<file path="src/rtl/gt_sweep_pkg.sv">
// Shared types and defaults for the comparator sweep checker.
// Optional build macro: GT_SWEEP_STOP_ON_FAIL_EN (see gt_sweep_checker).
package gt_sweep_pkg;

    localparam int DEF_WIDTH  = 4;
    localparam int DEF_SETTLE = 2;
    localparam int DEF_ERR_W  = 16;

    // Number of (a, b) pairs a full sweep visits at the default width.
    localparam int VEC_COUNT = 1 << (2 * DEF_WIDTH);

    typedef enum logic [1:0] {
        IDLE,
        HOLD,
        SAMPLE,
        DONE
    } sweep_state_t;

    function automatic int vec_count(input int width);
        return 1 << (2 * width);
    endfunction

endpackage

</file>
<file path="src/rtl/gt_vec_gen.sv">
// Operand pair generator: a 2*WIDTH-bit counter split into a (upper half)
// and b (lower half), so b sweeps fastest and a advances once per b wrap.
module gt_vec_gen
    import gt_sweep_pkg::*;
#(
    parameter int WIDTH = DEF_WIDTH
) (
    input  logic             clk,
    input  logic             rst,
    input  logic             clear,
    input  logic             advance,
    output logic [WIDTH-1:0] a_out,
    output logic [WIDTH-1:0] b_out,
    output logic             last
);

    logic [2*WIDTH-1:0] vec;

    // Clear wins over advance so a restart always begins at the zero vector.
    always_ff @(posedge clk or posedge rst) begin
        if (rst) begin
            vec <= '0;
        end else if (clear) begin
            vec <= '0;
        end else if (advance) begin
            vec <= vec + 1'b1;
        end
    end

    assign a_out = vec[2*WIDTH-1:WIDTH];
    assign b_out = vec[WIDTH-1:0];
    assign last  = &vec;

endmodule

</file>
<file path="config.mk">
export PLATFORM = sky130hd
export DESIGN_NAME = gt_vec_gen
export DESIGN_NICKNAME = d
export VERILOG_FILES = /design/src/rtl/gt_sweep_pkg.sv /design/src/rtl/gt_vec_gen.sv
export SDC_FILE = /design/constraint.sdc
export NUM_CORES = 1
export LEC_CHECK = 0
export BUFFER_PORTS_ARGS = -buffer_cell sky130_fd_sc_hd__buf_2
export CAP_MARGIN = 0
export CORE_AREA = 2 2 39 41
export CTS_CLUSTER_SIZE = 16
export DETAILED_ROUTE_END_ITERATION = 12
export DIE_AREA = 0 0 41 43
export GPL_ROUTABILITY_DRIVEN = 0
export PLACE_DENSITY = 0.47
export SYNTH_ARGS = -nofsm -noshare
export SYNTH_HDL_FRONTEND = slang
export SYNTH_SLANG_ARGS = --single-unit
export TNS_END_PERCENT = 10
</file>
<file path="constraint.sdc">
create_clock -name clk -period 1.5 [get_ports clk]
set_clock_uncertainty 0.2 [all_clocks]
set_input_delay 0.3 -clock clk [delete_from_list [all_inputs] [get_ports clk]]
set_output_delay 0.3 -clock clk [all_outputs]
set_load 0.1 [all_outputs]
</file>
==> results_dict.tcl <==
set metrics [dict create \
    cts_tree "done" \
    place_worst_setup_slack_ns 0.02226 \
    io_pins 13 \
    rsz0062_at_grt "true" \
    portBuffers 12 \
    status "complete, but fails checks" \
    timing.slew.headroom 0.7745 \
    regMostFlops "vec" \
    clk_latency_ns 0.25 \
    arrival_ns 1.24 \
    grt_use_total 0.1550 \
    final_layout_size_suffix_gt1_frac 0.5645 \
    rows 14 \
    leakagePower_nw 0.3037 \
    synthesis.area_um2 391.6 \
    grt_max_degree 9 \
    slowest_delay_ns 0.43 \
    layout.nets 69 \
    setup_viol_count_final 6 \
    cts.sinks 8 \
    cap_violations 0 \
    fin_cells 78 \
    path_cells "ha_4 -> nand3_4 -> nor2_4 -> buf_12" \
    crit_type "reg2out" \
    dieWidth_um 41 \
    vias 390 \
    ys_seq_area_frac 0.5112 \
    worstMarginPinSlew_ns 0.3379 \
    drc 0 \
    ys_seq_elements 8 \
    synth_top_cell_area_share 0.5112 \
    ant_nets 0 \
    grt_pass1_wl_mm 1.780 \
    dp_hpwl_um 705.6 \
    detail_route.wirelength_mm 1.014 \
    hold_ws_ns 0.1140 \
    crit_path_max_fanout 3 \
    drt-pass1-iter-count 4 \
    globalRoute.totalOverflow 0 \
    grt_pass1_vias 416 \
    required_ns 1.00 \
    wl_per_cell_um 13.00 \
    slew_violations 0 \
    fmax_mhz 576.4 \
    yosysWarnings 0 \
    mostFrequentLayoutCell "buf_12" \
    cp_top_family "flip-flops" \
    antenna_found_initial 0 \
    syn_area_per_cell_um2 9.791 \
    clkSlewWorstSetupHoldPaths_ns 0.06 \
    placedCellCount 71 \
    violations "negative setup slack" \
    drtIter0Drc 7 \
    cts_buffer_depth 2 \
    fin_area_um2 765.7 \
    clockRootBuffer "clkbuf_4" \
    die-area_um2 1763 \
    post-route-util 0.5533 \
    worst_setup_path_end_kind "output port" \
    mostFrequentLayoutCells "9 x buf_12, 6 x buf_6, 5 x nor2_1, 5 x dfrtp_4" \
    p_per_area_nw_per_um2 682.2 \
    hold_viol_final 0 \
    hold_class "in2reg" \
    yosysTopAreaCell "dfrtp_1" \
    power_mw 0.5224 \
    synth_fp_nets 45 \
    timing.final.ws_setup_ns -0.2350 \
    cts_made_buffers 3 \
    synth_cell_types 16 \
    die_h_um 43 \
    top_regs "vec: 8 flops" \
    netlist_instances 40 \
    cp_slowest_cell "dfrtp_4" \
    dpl_cell_area_um2 680.7 \
    min_period_over_period 1.157 \
    core_area_um2 1384 \
    synth_area_leaders "dfrtp_1 51%, xor2_1 6.7%, nor2_1 5.8%" \
    largest_reg_flops 8 \
    start_kind "register" \
    syn_to_final_growth_pct 95.53 \
    avgViaCountPerCell 5.000 \
    path_buf_inv 1 \
    initial_core_util 0.2830 \
    htree_levels 1 \
    n_antenna_cell 0 \
    fin_tns_setup_ns -0.4723 \
    fin_crit_ns 1.735 \
    peakVddDrop_v 0.0005468 \
]
## what timing repair did
item	in CTS	in global routing
hold buffers	1	0
pin swaps	2	3
gates resized for setup	3	4
buffers inserted	2	1
setup endpoints to repair	6	8
hold endpoints to repair	8	0
gates cloned	0	0
## area by class of cell
class / instances / area, µm²
Tap cell: 16 / 20.02
Multi-Input combinational cell: 29 / 209.0
Clock buffer: 3 / 22.52
Fill cell: 129 / 618.1
Sequential cell: 8 / 222.7
Timing Repair Buffer: 21 / 287.8
Inverter: 1 / 3.754
## layer usage
metal / GRT usage / share of wire / up-vias
met5: 0 / 0 / -
met4: 0.08000 / 0.0049 / 0
met3: 0.05759 / 0.060 / 2
met2: 0.2438 / 0.56 / 19
met1: 0.1722 / 0.37 / 186
li1: - / - / 183
## final timing paths
check | start | to | slack [ns] | cells past startpoint
max in group asynchronous | rst | vec[1] | 0.45 | 3
min in group asynchronous | rst | vec[4] | 0.36 | 3
setup / recovery | vec[0] | last | -0.24 | 4
setup reg to reg | vec[0] | vec[5] | 0.05 | 4
hold reg to reg | vec[7] | vec[7] | 0.44 | 2
hold / removal | clear | vec[6] | 0.11 | 2
## cells in the mapped netlist
master and number:
dfrtp_1 8, nor2_1 6, a21oi_1 3, nand3_1 3, o21ai_0 3, or3_1 3
xor2_1 3, nand2_1 2, nand4_1 2, buf_1 1, buf_4 1, ha_1 1
inv_1 1, mux2i_1 1, nand4_2 1, xnor2_1 1
## logic make-up after synthesis
kind of cell	after synthesis	share of synthesized area
simple gates	17	0.2268
flops	8	0.5112
compound gates	6	0.07665
xor+xnor	4	0.08947
buf+inv	3	0.03833
mux	1	0.02556
fa+ha+maj	1	0.03194
## where the power goes
group | internal, mW | switching [mW] | total (mW)
logic | 0.0514 | 0.0725 | 0.124
registers | 0.225 | 0.00857 | 0.233
clock network | 0.0916 | 0.0735 | 0.165
total | 0.368 | 0.155 | 0.522
## worst reg2reg max path, stage by stage, from the launching register on
cell and delay (ns):
dfrtp_4 0.43, buf_6 0.12, nand4_2 0.13, or3_1 0.34, a21oi_1 0.15
Power figures use the tool's default switching activity.
